**src/rtl/vm_pkg.sv**
```systemverilog
`default_nettype none
// ---------------------------------------------------------------------------
// Module   : vm_pkg
// Purpose  : Shared state encoding, default pricing constants, width helpers
// Revision : 1.0 - initial release
// ---------------------------------------------------------------------------
package vm_pkg;

  typedef enum logic [1:0] {
    IDLE   = 2'd0,
    CREDIT = 2'd1,
    VEND   = 2'd2
  } vm_state_e;

  localparam int C_DEF_PRICE           = 15;
  localparam int C_DEF_COIN_LO         = 5;
  localparam int C_DEF_COIN_HI         = 10;
  localparam int C_DEF_MAX_CREDIT      = 35;
  localparam int C_DEF_DISPENSE_CYCLES = 4;

  // Bits needed to represent 0..max_value inclusive.
  function automatic int credit_width(input int max_value);
    return (max_value < 2) ? 1 : $clog2(max_value + 1);
  endfunction

  // Bits needed for a down-counter loaded with cycles-1.
  function automatic int counter_width(input int cycles);
    return (cycles <= 2) ? 1 : $clog2(cycles);
  endfunction

  localparam int C_DEF_CREDIT_W = credit_width(C_DEF_MAX_CREDIT);

endpackage
`default_nettype wire

```
**src/rtl/vm_controller_if.sv**
```systemverilog
`default_nettype none
// ---------------------------------------------------------------------------
// Module   : vm_controller_if
// Purpose  : Pulse inputs and registered status outputs of the vending core
// Revision : 1.0 - initial release
// ---------------------------------------------------------------------------
interface vm_controller_if
  import vm_pkg::*;
#(
  parameter int CREDIT_W = C_DEF_CREDIT_W
) ();

  logic                coin_lo;
  logic                coin_hi;
  logic                buy;
  logic                cancel;
  logic [CREDIT_W-1:0] credit;
  logic                dispense;
  logic [CREDIT_W-1:0] change;
  logic                change_valid;
  logic                coin_reject;
  logic                deny;
  logic                busy;

  modport master (
    output coin_lo, coin_hi, buy, cancel,
    input  credit, dispense, change, change_valid, coin_reject, deny, busy
  );

  modport slave (
    input  coin_lo, coin_hi, buy, cancel,
    output credit, dispense, change, change_valid, coin_reject, deny, busy
  );

endinterface
`default_nettype wire

```
**src/rtl/vm_dispense_timer.sv**
```systemverilog
`default_nettype none
// ---------------------------------------------------------------------------
// Module   : vm_dispense_timer
// Purpose  : Loadable down-counter that paces how long a dispense is held
// Revision : 1.0 - initial release
// ---------------------------------------------------------------------------
module vm_dispense_timer #(
  parameter int WIDTH = 2
) (
  input  logic             clk,
  input  logic             reset,
  input  logic             load_i,
  input  logic [WIDTH-1:0] load_value_i,
  input  logic             dec_i,
  output logic [WIDTH-1:0] value_o,
  output logic             done_o
);

  logic [WIDTH-1:0] count_q;

  // Saturates at zero so a stray decrement never wraps into a long hold.
  always_ff @(posedge clk) begin
    if (reset) begin
      count_q <= '0;
    end else if (load_i) begin
      count_q <= load_value_i;
    end else if (dec_i && (count_q != '0)) begin
      count_q <= count_q - WIDTH'(1);
    end
  end

  assign value_o = count_q;
  assign done_o  = (count_q == '0);

endmodule
`default_nettype wire

```
**src/rtl/vm_controller.sv**
```systemverilog
`default_nettype none
// ---------------------------------------------------------------------------
// Module   : vm_controller
// Purpose  : Vending FSM - credit accumulation, vend authorisation, change/refund
// Revision : 1.0 - initial release
// ---------------------------------------------------------------------------
module vm_controller
  import vm_pkg::*;
#(
  parameter int PRICE           = C_DEF_PRICE,
  parameter int COIN_LO         = C_DEF_COIN_LO,
  parameter int COIN_HI         = C_DEF_COIN_HI,
  parameter int MAX_CREDIT      = C_DEF_MAX_CREDIT,
  parameter int CREDIT_W        = C_DEF_CREDIT_W,
  parameter int DISPENSE_CYCLES = C_DEF_DISPENSE_CYCLES
) (
  input  logic           clk,
  input  logic           reset,
  vm_controller_if.slave bus
);

  localparam int TIMER_W = counter_width(DISPENSE_CYCLES);

  localparam logic [CREDIT_W:0]   C_COIN_LO_X = (CREDIT_W + 1)'(COIN_LO);
  localparam logic [CREDIT_W:0]   C_COIN_HI_X = (CREDIT_W + 1)'(COIN_HI);
  localparam logic [CREDIT_W:0]   C_MAX_X     = (CREDIT_W + 1)'(MAX_CREDIT);
  localparam logic [CREDIT_W-1:0] C_PRICE_W   = CREDIT_W'(PRICE);
  localparam logic [TIMER_W-1:0]  C_HOLD_LOAD = TIMER_W'(DISPENSE_CYCLES - 1);

  vm_state_e           state_q;
  logic [CREDIT_W-1:0] credit_q;
  logic [CREDIT_W-1:0] change_q;
  logic                change_valid_q;
  logic                coin_reject_q;
  logic                deny_q;
  logic                dispense_q;
  logic                busy_q;

  logic [CREDIT_W:0]   sum_lo;
  logic [CREDIT_W:0]   sum_hi;
  logic                lo_fits;
  logic                hi_fits;
  logic                can_vend;
  logic                in_vend;
  logic                vend_start;
  logic                any_coin;
  logic                timer_done;
  logic [TIMER_W-1:0]  timer_value_unused;

  // Sums carry one extra bit so an over-ceiling coin cannot wrap and look valid.
  assign sum_lo     = {1'b0, credit_q} + C_COIN_LO_X;
  assign sum_hi     = {1'b0, credit_q} + C_COIN_HI_X;
  assign lo_fits    = (sum_lo <= C_MAX_X);
  assign hi_fits    = (sum_hi <= C_MAX_X);
  assign can_vend   = (credit_q >= C_PRICE_W);
  assign in_vend    = (state_q == VEND);
  assign any_coin   = bus.coin_lo | bus.coin_hi;
  assign vend_start = !in_vend && !bus.cancel && bus.buy && can_vend;

  vm_dispense_timer #(
    .WIDTH (TIMER_W)
  ) u_timer (
    .clk          (clk),
    .reset        (reset),
    .load_i       (vend_start),
    .load_value_i (C_HOLD_LOAD),
    .dec_i        (in_vend),
    .value_o      (timer_value_unused),
    .done_o       (timer_done)
  );

  always_ff @(posedge clk) begin
    if (reset) begin
      state_q        <= IDLE;
      credit_q       <= '0;
      change_q       <= '0;
      change_valid_q <= 1'b0;
      coin_reject_q  <= 1'b0;
      deny_q         <= 1'b0;
      dispense_q     <= 1'b0;
      busy_q         <= 1'b0;
    end else begin
      change_valid_q <= 1'b0;
      coin_reject_q  <= 1'b0;
      deny_q         <= 1'b0;

      case (state_q)
        IDLE, CREDIT: begin
          if (bus.cancel) begin
            coin_reject_q <= any_coin;
            if (credit_q != '0) begin
              change_q       <= credit_q;
              change_valid_q <= 1'b1;
              credit_q       <= '0;
              state_q        <= IDLE;
            end
          end else if (bus.buy) begin
            coin_reject_q <= any_coin;
            if (can_vend) begin
              change_q       <= credit_q - C_PRICE_W;
              change_valid_q <= 1'b1;
              credit_q       <= '0;
              dispense_q     <= 1'b1;
              busy_q         <= 1'b1;
              state_q        <= VEND;
            end else begin
              deny_q <= 1'b1;
            end
          end else if (bus.coin_hi) begin
            coin_reject_q <= bus.coin_lo || !hi_fits;
            if (hi_fits) begin
              credit_q <= sum_hi[CREDIT_W-1:0];
              state_q  <= CREDIT;
            end
          end else if (bus.coin_lo) begin
            coin_reject_q <= !lo_fits;
            if (lo_fits) begin
              credit_q <= sum_lo[CREDIT_W-1:0];
              state_q  <= CREDIT;
            end
          end
        end

        VEND: begin
          coin_reject_q <= any_coin;
          if (timer_done) begin
            dispense_q <= 1'b0;
            busy_q     <= 1'b0;
            state_q    <= IDLE;
          end
        end

        default: begin
          state_q    <= IDLE;
          credit_q   <= '0;
          dispense_q <= 1'b0;
          busy_q     <= 1'b0;
        end
      endcase
    end
  end

  assign bus.credit       = credit_q;
  assign bus.dispense     = dispense_q;
  assign bus.change       = change_q;
  assign bus.change_valid = change_valid_q;
  assign bus.coin_reject  = coin_reject_q;
  assign bus.deny         = deny_q;
  assign bus.busy         = busy_q;

endmodule
`default_nettype wire

```
**src/flat_wrapper.sv**
```systemverilog
// flat-port wrapper written by rule: the top's interface ports become plain ports
module vm_controller_flat import vm_pkg::*;
#(
  parameter int PRICE           = C_DEF_PRICE,
  parameter int COIN_LO         = C_DEF_COIN_LO,
  parameter int COIN_HI         = C_DEF_COIN_HI,
  parameter int MAX_CREDIT      = C_DEF_MAX_CREDIT,
  parameter int CREDIT_W        = C_DEF_CREDIT_W,
  parameter int DISPENSE_CYCLES = C_DEF_DISPENSE_CYCLES
)
  (clk, reset, bus_coin_lo, bus_coin_hi, bus_buy, bus_cancel, bus_credit, bus_dispense, bus_change, bus_change_valid, bus_coin_reject, bus_deny, bus_busy);
  vm_controller_if #(.CREDIT_W(CREDIT_W)) bus_i ();
  input  logic clk;
  input  logic reset;
  input wire logic [$bits(bus_i.coin_lo)-1:0] bus_coin_lo;
  input wire logic [$bits(bus_i.coin_hi)-1:0] bus_coin_hi;
  input wire logic [$bits(bus_i.buy)-1:0] bus_buy;
  input wire logic [$bits(bus_i.cancel)-1:0] bus_cancel;
  output wire logic [$bits(bus_i.credit)-1:0] bus_credit;
  output wire logic [$bits(bus_i.dispense)-1:0] bus_dispense;
  output wire logic [$bits(bus_i.change)-1:0] bus_change;
  output wire logic [$bits(bus_i.change_valid)-1:0] bus_change_valid;
  output wire logic [$bits(bus_i.coin_reject)-1:0] bus_coin_reject;
  output wire logic [$bits(bus_i.deny)-1:0] bus_deny;
  output wire logic [$bits(bus_i.busy)-1:0] bus_busy;
  assign bus_i.coin_lo = bus_coin_lo;
  assign bus_i.coin_hi = bus_coin_hi;
  assign bus_i.buy = bus_buy;
  assign bus_i.cancel = bus_cancel;
  assign bus_credit = bus_i.credit;
  assign bus_dispense = bus_i.dispense;
  assign bus_change = bus_i.change;
  assign bus_change_valid = bus_i.change_valid;
  assign bus_coin_reject = bus_i.coin_reject;
  assign bus_deny = bus_i.deny;
  assign bus_busy = bus_i.busy;
  vm_controller #(.PRICE(PRICE), .COIN_LO(COIN_LO), .COIN_HI(COIN_HI), .MAX_CREDIT(MAX_CREDIT), .CREDIT_W(CREDIT_W), .DISPENSE_CYCLES(DISPENSE_CYCLES)) u_core (.clk(clk), .reset(reset), .bus(bus_i));
endmodule
```
**config.mk**
```make
export PLATFORM = sky130hd
export DESIGN_NAME = vm_controller_flat
export DESIGN_NICKNAME = d
export VERILOG_FILES = /design/src/rtl/vm_pkg.sv /design/src/rtl/vm_controller_if.sv /design/src/rtl/vm_dispense_timer.sv /design/src/rtl/vm_controller.sv /design/src/flat_wrapper.sv
export SDC_FILE = /design/constraint.sdc
export NUM_CORES = 1
export LEC_CHECK = 0
export CELL_PAD_IN_SITES_DETAIL_PLACEMENT = 1
export CELL_PAD_IN_SITES_GLOBAL_PLACEMENT = 2
export CORE_MARGIN = 2
export CORE_UTILIZATION = 40
export CTS_CLUSTER_DIAMETER = 200
export DETAILED_ROUTE_END_ITERATION = 7
export DONT_BUFFER_PORTS = 1
export GPL_TIMING_DRIVEN = 0
export PLACE_DENSITY_LB_ADDON = 0.05
export SETUP_SLACK_MARGIN = 0.2
export SLEW_MARGIN = 20
export SYNTH_ARGS = -nofsm -noshare
export SYNTH_HDL_FRONTEND = slang
export SYNTH_SLANG_ARGS = --single-unit
```
**constraint.sdc**
```tcl
create_clock -name clk -period 4.1 [get_ports clk]
set_input_delay 1.025 -clock clk [delete_from_list [all_inputs] [get_ports clk]]
set_output_delay 1.025 -clock clk [all_outputs]
set_load 0.01 [all_outputs]
```
==> summary.md, run 1 <==
| Metric | Value |
|---|---|
| Run status | finished, final reports clean |
| Row count | 22 |
| Worst-Skew Late Latency | roughly 0.26 ns |
| Dpl hpwl | 3260 um |
| Startpoint types | register |
| H-tree depth | 1 |
| Final hold vios | 0 |
| Initial antenna violation count | 0 |
| Routed WL per cell | about 18 um |
| Drt initial violations | 45 |
| CTS Buf Count | 3 |
| Util after Layout | 0.457 |
| Die Y | between 60 and 70 um |
| Final TNS setup | 0 ns |
| Post-route insts no fill | 239 |
| Pleak | between 0.5 and 0.6 nW |
| WP buf/inv | 1 |
| # port buffers | 0 |
| Dpl cells | 235 |
| Overflow after GRT | 0 |
| Vias in the first global route | roughly 1400 |
| Worst Clk Skew | approximately 0.007 ns |
| Share of layout cells above drive strength 1 | 0.157 |
| Hold_sp | u_core.u_timer.value_o[0]$_SDFFE_PP0P_ |
| Initial Util | 0.421 |
| Post-CTS sizing | 0 |
| Clk pwr share | 0.407 |
| Final setup vio count | 0 |
| Root Buffer | clkbuf_8 |
| Min Tclk post-route | roughly 2.7 ns |
| Ant diodes | 0 |
| Pwr Density | roughly 300 nW/um^2 |
| Seq/Total Area, Yosys | 0.258 |
| Yosys cell types | 53 |
| Sw frac | 0.264 |
| WHS Endpoint | u_core.u_timer.value_o[0]$_SDFFE_PP0P_ |
| Clock sink count | 20 |
| Die area | between 4000 and 5000 sq um |
| Worst slew margin | 0.586 |
| First-pass GRT wire length | around 6800 um |
| # Max-Cap Violations | 0 |
| CTS Buffer Depth | 2 |
| Max incr delay on CP | about 0.63 ns |
| Core Area | 3690 sq um |
| Synth Register Bits | 20 |
| Setup WS pre-CTS | between 1 and 1.5 ns |
| R2R Setup Slk | 1.41 ns |
| Max VDD drop | around 0.12 mV |
| CP Cell Sequence | inv_1 > ha_1 > nor3b_1 > o211ai_1 > nand2b_1 > a32oi_4 > or3_1 > a31oi_1 |
| Post CTS Setup Buffer Count | 0 |
| Worst reg2reg endpoint | u_core.bus.credit[2]$_SDFFE_PP0P_ |
| Cell family with the largest share of critical-path delay | simple AND/OR/NAND/NOR gates |
| Crit path kind | reg -> reg |
| Ys flop type | dfxtp_1 |
| Ys Warns | 0 |
| Number of synthesized flops with an enable pin | 0 |
| Crit-path slowest cell | dfxtp_1 |
| Vias/cell | approximately 5.7 |
| # DRC | 0 |
| Sw Pwr | approximately 0.13 mW |
| DR vias | 1353 |
| Clk slew on worst S/H paths | around 0.080 ns |
| Crit Path Max Fanout | 10 |
| Layout area overhead | 8.45% |
| Placer Congestion | between 0.7 and 0.8 |
| Async SR Flop Fraction | 0 |
| Hold-fix buffers, CTS | 0 |
| Top Ports | 23 |
| CP endpoint kind | register |
| Synth Net Count | 201 |
| Nets | roughly 210 |
| Final slew viol count | 0 |
| GR Util All Layers | 0.203 |
| Syn_area_per_cell | 8.31 sq um |
| Peak Freq | 0.371 GHz |
| Routed WL | between 4000 and 5000 um |
| Slew @ Worst Pin | 0.618 ns |
| Mapped Cells | around 190 |
| Worst EP required | 4.28 ns |
| R2R cell count | 8 |
| Sequential fraction of design power | 0.434 |
| Critical path arrival | between 2 and 3 ns |
| P_int | approximately 0.36 mW |
| Routed Antenna Nets | 0 |
| Die width | 66.3 um |
| Final period util | 0.657 |
| Largest net degree at the start of global routing | 13 |
| Worst r2r src | u_core.bus.credit[1]$_SDFFE_PP0P_ |
| Hold path depth | 1 |
| CTS tree | done |
| Setup repair after global routing missed its margin | false |
| Synth Cell Area | 1550 sq um |
| Gate power share | 0.159 |
| DRT Pass-1 Iters | 4 |
| Fill cells | 452 |
| HP Class | reg -> reg |
| Worst Slack Setup Final | between 1 and 1.5 ns |
-- per-layer routing --
metal	track usage	vias to the layer above	part of all wire
li1	-	691	-
met1	0.259	639	0.48
met3	0.0307	4	0.033
met2	0.359	19	0.48
met5	0	-	0
met4	0.0434	0	0.0051
-- kinds of logic (layout without fill, tap and decap cells) --
logic type / Yosys count / in the layout / share of synthesized area
adders and majority gates: 8 / 8 / 0.0644
AOI/OAI and AO/OA: 47 / 47 / 0.238
and+or+nand+nor: 78 / 78 / 0.295
buffers and inverters: 23 / 27 / 0.0757
xor gates and xnor gates: 8 / 8 / 0.0499
muxes: 3 / 3 / 0.0201
DFF: 20 / 20 / 0.258
-- stage by stage --
step | hold slack (ns) | total power, mW | area [sq um]
floorplan | 0.443 | 0.279 | 1550
global placement | 0.454 | 0.295 | 1610
detailed placement | 0.473 | 0.299 | 1610
CTS | 0.487 | 0.504 | 1690
global route | 0.500 | 0.517 | 1690
finish | 0.482 | 0.495 | 1690
-- registers in the layout (all words and copies together), names as in the netlist --
register / flops
u_core.bus.change: 6
u_core.bus.credit: 6
u_core.state_q: 2
u_core.u_timer.value_o: 2
u_core.bus.change_valid: 1
u_core.bus.coin_reject: 1
u_core.bus.deny: 1
u_core.bus.dispense: 1
-- cells in the mapped netlist, drive strengths merged, types with 2 or more instances --
cell / instances / area [sq um]
dfxtp: 20 / 400
nor2: 14 / 55.1
nor3: 14 / 80.1
a21oi: 13 / 68.8
nand2: 10 / 37.5
buf: 9 / 65.1
inv: 9 / 33.8
a211oi: 8 / 60.1
ha: 8 / 100
nand2b: 8 / 52.6
xnor2: 8 / 77.6
nand4: 6 / 37.5
clkbuf: 5 / 18.8
nor2b: 5 / 31.3
o21ai: 5 / 25.0
a31oi: 4 / 31.3
nand3: 4 / 20.0
and3: 3 / 18.8
o211ai: 3 / 22.5
or3: 3 / 18.8
a211o: 2 / 17.5
a21boi: 2 / 15.0
a311oi: 2 / 23.8
mux2i: 2 / 20.0
nand3b: 2 / 15.0
nor4: 2 / 27.5
o31ai: 2 / 20.0
o41ai: 2 / 32.5
-- cells in the final DEF, fill, tap and decap left out, types with 4 or more instances in the layout --
cell and instances:
clkbuf_1 5, a21oi_1 12, xnor2_1 7, nand4_1 6, inv_1 9, nand3_1 4, dfxtp_1 20, nand2b_1 7
buf_2 4, nand2_1 10, nor3_1 12, o21ai_0 4, ha_1 8, a211oi_1 8, nor2_1 13, nor2b_1 5
-- final cells by class --
cell class	count	area, sq um	share of cell area
plain buffers	14	83.8	0.0497
clock buffers	3	41.3	0.0245
clock inverters	1	30.0	0.0178
inverters	9	33.8	0.0200
multi-input cells	144	1040	0.615
flip-flops and latches	20	400	0.238
well taps	48	60.1	0.0356
-- how the worst max path moves through the flow --
stage,start,to,slack [ns],cells after the start
final,u_core.bus.credit[1]$_SDFFE_PP0P_,u_core.bus.credit[2]$_SDFFE_PP0P_,1.41,8
after global routing,u_core.bus.credit[1]$_SDFFE_PP0P_,u_core.bus.credit[1]$_SDFFE_PP0P_,1.21,8
after CTS,u_core.bus.credit[1]$_SDFFE_PP0P_,u_core.bus.credit[2]$_SDFFE_PP0P_,1.40,8
after detailed placement,u_core.bus.credit[1]$_SDFFE_PP0P_,u_core.bus.credit[2]$_SDFFE_PP0P_,1.43,8
after global placement,u_core.bus.credit[1]$_SDFFE_PP0P_,u_core.bus.credit[1]$_SDFFE_PP0P_,1.48,8
after floorplan,bus_buy,u_core.bus.credit[1]$_SDFFE_PP0P_,1.74,6
-- power groups by stage --
stage	combinational [mW]	sequential, mW	clock [mW]
global placement	0.0760	0.219	0
detailed placement	0.0789	0.220	0
finish	0.0788	0.215	0.201
floorplan	0.0616	0.218	0
global route	0.0875	0.216	0.213
CTS	0.0792	0.215	0.209
Note: power is estimated with default switching activity, not from simulation.
==> run 2, diff against run 1 <==
Settings changed: CORE_UTILIZATION 40 to 37.
Clock period 4.1 ns to 2.75 ns, I/O delays scaled along.
==> summary.md, run 2 (synthesis results as in run 1) <==
| Metric | Value |
|---|---|
| Min Tclk post-route | between 2 and 2.5 ns |
| Sequential fraction of design power | 0.430 |
| Routed WL | between 4000 and 5000 um |
| Initial antenna violation count | 0 |
| CTS Buf Count | 3 |
| GR Util All Layers | 0.213 |
| CTS tree | done |
| Die width | between 60 and 70 um |
| Crit path kind | reg -> reg |
| Final period util | 0.867 |
| Clk slew on worst S/H paths | ~0.080 ns |
| First-pass GRT wire length | between 7000 and 8000 um |
| Setup repair after global routing missed its margin | false |
| Initial Util | 0.386 |
| Root Buffer | clkbuf_8 |
| Row count | 23 |
| Dpl cells | 237 |
| Critical path arrival | 2.57 ns |
| Clk pwr share | 0.405 |
| Vias/cell | around 6 |
| Max VDD drop | 0.188 mV |
| Core Area | ~4000 sq um |
| Share of layout cells above drive strength 1 | 0.195 |
| CTS Buffer Depth | 2 |
| Vias in the first global route | 1462 |
| Drt initial violations | 54 |
| Top Ports | 23 |
| # Max-Cap Violations | 0 |
| # DRC | 0 |
| Die area | 4730 sq um |
| P_int | 0.544 mW |
| DRT met1 WL | ~2100 um |
| Multi-input gate area | roughly 1100 sq um |
| Worst EP required | 2.93 ns |
| Hold_ws | a little over 0.5 ns |
| Placer Congestion | 0.830 |
| Largest net degree at the start of global routing | 13 |
| Final hold vios | 0 |
| Pleak | about 0.6 nW |
| Final setup vio count | 0 |
| Peak Freq | between 0.4 and 0.5 GHz |
| DRT Pass-1 Iters | 4 |
| Layout area overhead | 13.4% |
| Routed WL per cell | roughly 19 um |
| Commonest non-fill, non-tap cell in the layout | dfxtp_1 |
| # port buffers | 0 |
| H-tree depth | 1 |
| CP endpoint kind | register |
| Pwr Density | around 420 nW/um^2 |
| Final TNS setup | 0 ns |
| Crit Path Max Fanout | 10 |
| Worst Clk Skew | about 0.0017 ns |
| Sequential cell area | roughly 410 sq um |
| Worst-Skew Late Latency | about 0.26 ns |
| Sw frac | 0.267 |
| Tot Pwr | ~0.74 mW |
| Run status | finished, final reports clean |
| Ant diodes | 0 |
| Gate power share | 0.165 |
| Die Y | 68.8 um |
| Post-route insts no fill | about 250 |
| Dpl hpwl | roughly 3300 um |
| Nets | between 200 and 250 |
| Clock sink count | 20 |
| Fill cells | roughly 500 |
| DR vias | 1431 |
| Startpoint types | register |
| Routed wl met3 | 227 um |
| Worst slew margin | 0.566 |
| Sw Pwr | just under 0.2 mW |
| Met2 WL | around 2200 um |
| Most frequent cells in the layout | dfxtp_1 (17), nor2_1 (13), a21oi_1 (12), nor3_1 (12), nand2_1 (10) |
| Slew @ Worst Pin | ~0.65 ns |
| Final slew viol count | 0 |
| Hold-fix buffers, CTS | 0 |
| HP Class | reg -> reg |
| DR top layer | met4 |
| Overflow after GRT | 0 |
| Routed Antenna Nets | 0 |
-- run 2: per-layer routing --
metal | track usage | vias up
li1 | - | 703
met4 | 0.0637 | 0
met3 | 0.0357 | 6
met5 | 0 | -
met2 | 0.373 | 38
met1 | 0.267 | 684
-- run 2: repair_timing --
action / in CTS / in global routing
endpoints found under the setup margin: 6 / 7
endpoints found under the hold margin: 0 / 0
buffers inserted: 0 / 3
cloned: 0 / 1
pin swaps: 1 / 3
gates resized for setup: 2 / 6
-- run 2: power by group through the flow --
stage	sequential (mW)	clock (mW)	combinational, mW
2_1_floorplan	0.325	0	0.0919
3_3_place_gp	0.327	0	0.114
3_5_place_dp	0.328	0	0.118
4_1_cts	0.321	0.314	0.119
5_1_grt	0.324	0.326	0.136
6_report	0.320	0.301	0.122
-- run 2: worst paths after layout --
path                                          start                                endpoint  slack (ns)  cells past startpoint
max               u_core.bus.credit[0]$_SDFFE_PP0P_       u_core.bus.credit[2]$_SDFFE_PP0P_        0.37                      9
min          u_core.u_timer.value_o[0]$_SDFFE_PP0P_  u_core.u_timer.value_o[0]$_SDFFE_PP0P_        0.51                      1
max reg2reg       u_core.bus.credit[0]$_SDFFE_PP0P_       u_core.bus.credit[2]$_SDFFE_PP0P_        0.37                      9
min reg2reg  u_core.u_timer.value_o[0]$_SDFFE_PP0P_  u_core.u_timer.value_o[0]$_SDFFE_PP0P_        0.51                      1
-- run 2: final cells by class --
| cell class | count | area share |
|---|---|---|
| Multi-Input combinational cell | 145 | 0.612 |
| Sequential cell | 20 | 0.231 |
| Buffer | 14 | 0.0497 |
| Tap cell | 50 | 0.0355 |
| Clock buffer | 3 | 0.0234 |
| Inverter | 9 | 0.0192 |
| Clock inverter | 1 | 0.0170 |
| Timing Repair Buffer | 3 | 0.0128 |
-- run 2: worst max-delay path: stages, from the launching register on --
cell      delay, ns
dfxtp_2        0.40
buf_6          0.17
inv_1          0.07
ha_1           0.35
nor3b_2        0.27
o211ai_1       0.12
nand2b_1       0.23
a32oi_4        0.19
or3_1          0.35
a31oi_1        0.16
-- run 2: through the flow --
stage,worst slack [ns],cell area [sq um],utilization
final,0.366,1760,0.437
after global routing,0.196,1760,0.437
after CTS,0.227,1690,0.420
after detailed placement,0.0326,1620,0.401
after global placement,0.116,1620,0.401
after floorplan,0.498,1550,-
==> run 3, diff against run 2 <==
Settings changed: CORE_UTILIZATION 37 to 40.
Clock period 2.75 ns to 2.93 ns, I/O delays scaled along.
==> summary.md, run 3 (synthesis results as in run 1) <==
| Metric | Value |
|---|---|
| Hold_ws | a little under 0.5 ns |
| Final setup vio count | 0 |
| CP endpoint kind | register |
| DR vias | 1358 |
| First-pass GRT wire length | 6800 um |
| Vias/cell | between 5 and 6 |
| # Max-Cap Violations | 0 |
| Top Ports | 23 |
| Setup WS pre-CTS | 0.262 ns |
| Overflow after GRT | 0 |
| Die width | roughly 66 um |
| GR Util All Layers | 0.203 |
| Commonest non-fill, non-tap cell in the layout | dfxtp_1 |
| Final hold vios | 0 |
| # DRC | 0 |
| Share of layout cells above drive strength 1 | 0.162 |
| Largest net degree at the start of global routing | 13 |
| Worst Slack Setup Final | roughly 0.38 ns |
| Clk slew on worst S/H paths | approximately 0.08 ns |
| Peak Freq | about 0.39 GHz |
| HP Class | reg -> reg |
| Initial Util | 0.421 |
| Final period util | 0.871 |
| CTS tree | done |
| Hold-fix buffers, CTS | 0 |
| Sw Pwr | between 0.15 and 0.2 mW |
| Drt initial violations | 47 |
| H-tree depth | 1 |
| Crit path kind | reg -> reg |
| Critical path arrival | approximately 2.7 ns |
| Design Area, Final | around 1700 sq um |
| Pwr Density | 411 nW/um^2 |
| Nets | 206 |
| Gate power share | 0.159 |
| # port buffers | 0 |
| Setup repair after global routing missed its margin | false |
| Clk pwr share | 0.407 |
| Slew @ Worst Pin | a little over 0.6 ns |
| Routed WL | between 4000 and 5000 um |
| Core Area | 3690 sq um |
| Final TNS setup | 0 ns |
| Routed WL per cell | ~18 um |
| P_int | ~0.51 mW |
| Final slew viol count | 0 |
| Dpl hpwl | 3260 um |
| Worst Clk Skew | about 0.0067 ns |
| Run status | finished, final reports clean |
| Die area | between 4000 and 5000 sq um |
| Root Buffer | clkbuf_8 |
| Layout area overhead | 8.53% |
| CTS Buf Count | 3 |
| Min Tclk post-route | 2.55 ns |
| Placed cell area | roughly 1600 sq um |
| Initial antenna violation count | 0 |
| CTS Buffer Depth | 2 |
| Crit Path Max Fanout | 10 |
| Sequential fraction of design power | 0.434 |
| Worst slew margin | 0.583 |
| Die Y | approximately 66 um |
| Vias in the first global route | 1410 |
| Row count | 22 |
| Sw frac | 0.264 |
| Post CTS Setup Buffer Count | 0 |
| Worst EP required | between 3 and 4 ns |
| Clock sink count | 20 |
| Routed Antenna Nets | 0 |
| Tot Pwr | between 0.6 and 0.7 mW |
| Worst-Skew Late Latency | ~0.26 ns |
| Ant diodes | 0 |
| Placer Congestion | 0.789 |
| Startpoint types | register |
| DRT Pass-1 Iters | 4 |
| Pleak | slightly below 0.6 nW |
| Max VDD drop | around 0.16 mV |
| Most frequent cells in the layout | dfxtp_1 (19), nor2_1 (13), a21oi_1 (12), nor3_1 (12), nand2_1 (10) |
[run 3: cell count changes in the layout (fill, tap and decap cells not counted), sizes merged]
cell,previous run,this run
a32oi,2,1
buf,12,9
[run 3: path summary, 6_finish.rpt]
path                                          start                                     end  slack (ns)  cells past startpoint
max               u_core.bus.credit[0]$_SDFFE_PP0P_       u_core.bus.credit[2]$_SDFFE_PP0P_        0.38                      9
min          u_core.u_timer.value_o[0]$_SDFFE_PP0P_  u_core.u_timer.value_o[0]$_SDFFE_PP0P_        0.48                      1
max reg2reg       u_core.bus.credit[0]$_SDFFE_PP0P_       u_core.bus.credit[2]$_SDFFE_PP0P_        0.38                      9
min reg2reg  u_core.u_timer.value_o[0]$_SDFFE_PP0P_  u_core.u_timer.value_o[0]$_SDFFE_PP0P_        0.48                      1
[run 3: critical path, stage by stage, from the launching register on]
cell and delay, ns:
dfxtp_1 0.46, buf_4 0.23, inv_1 0.08, ha_1 0.34, nor3b_1 0.36, o211ai_1 0.13, nand2b_1 0.18, a32oi_4 0.20
or3_1 0.34, a31oi_1 0.16
[run 3: metal layers]
metal	part of all wire	vias to the layer above	routed length [um]	track usage
met5	0	-	0	0
met2	0.49	21	2080	0.359
met4	0.0033	0	14	0.0434
li1	-	689	-	-
met3	0.036	2	152	0.0307
met1	0.48	646	2030	0.259
[run 3: layout make-up]
type | count | area (sq um)
Tap cell | 48 | 60.1
Clock inverter | 1 | 30.0
Clock buffer | 3 | 41.3
Inverter | 9 | 33.8
Buffer | 14 | 83.8
Multi-Input combinational cell | 144 | 1040
Fill cell | 453 | 2000
Sequential cell | 20 | 402
[run 3: stage by stage]
step                 util  std cells
global placement    0.438        235
floorplan               -        187
global route        0.457        239
CTS                 0.457        239
detailed placement  0.438        235
finish              0.457        239
[run 3: repair_timing]
| item | in CTS | in global routing |
|---|---|---|
| endpoints found under the setup margin | 0 | 5 |
| resized for setup | 0 | 1 |
| endpoints found under the hold margin | 0 | 0 |
[run 3: power groups by stage]
stage	sequential, mW	combinational, mW	clock [mW]
floorplan	0.305	0.0862	0
CTS	0.301	0.111	0.293
global route	0.303	0.122	0.298
detailed placement	0.308	0.110	0
global placement	0.307	0.106	0
finish	0.301	0.110	0.282
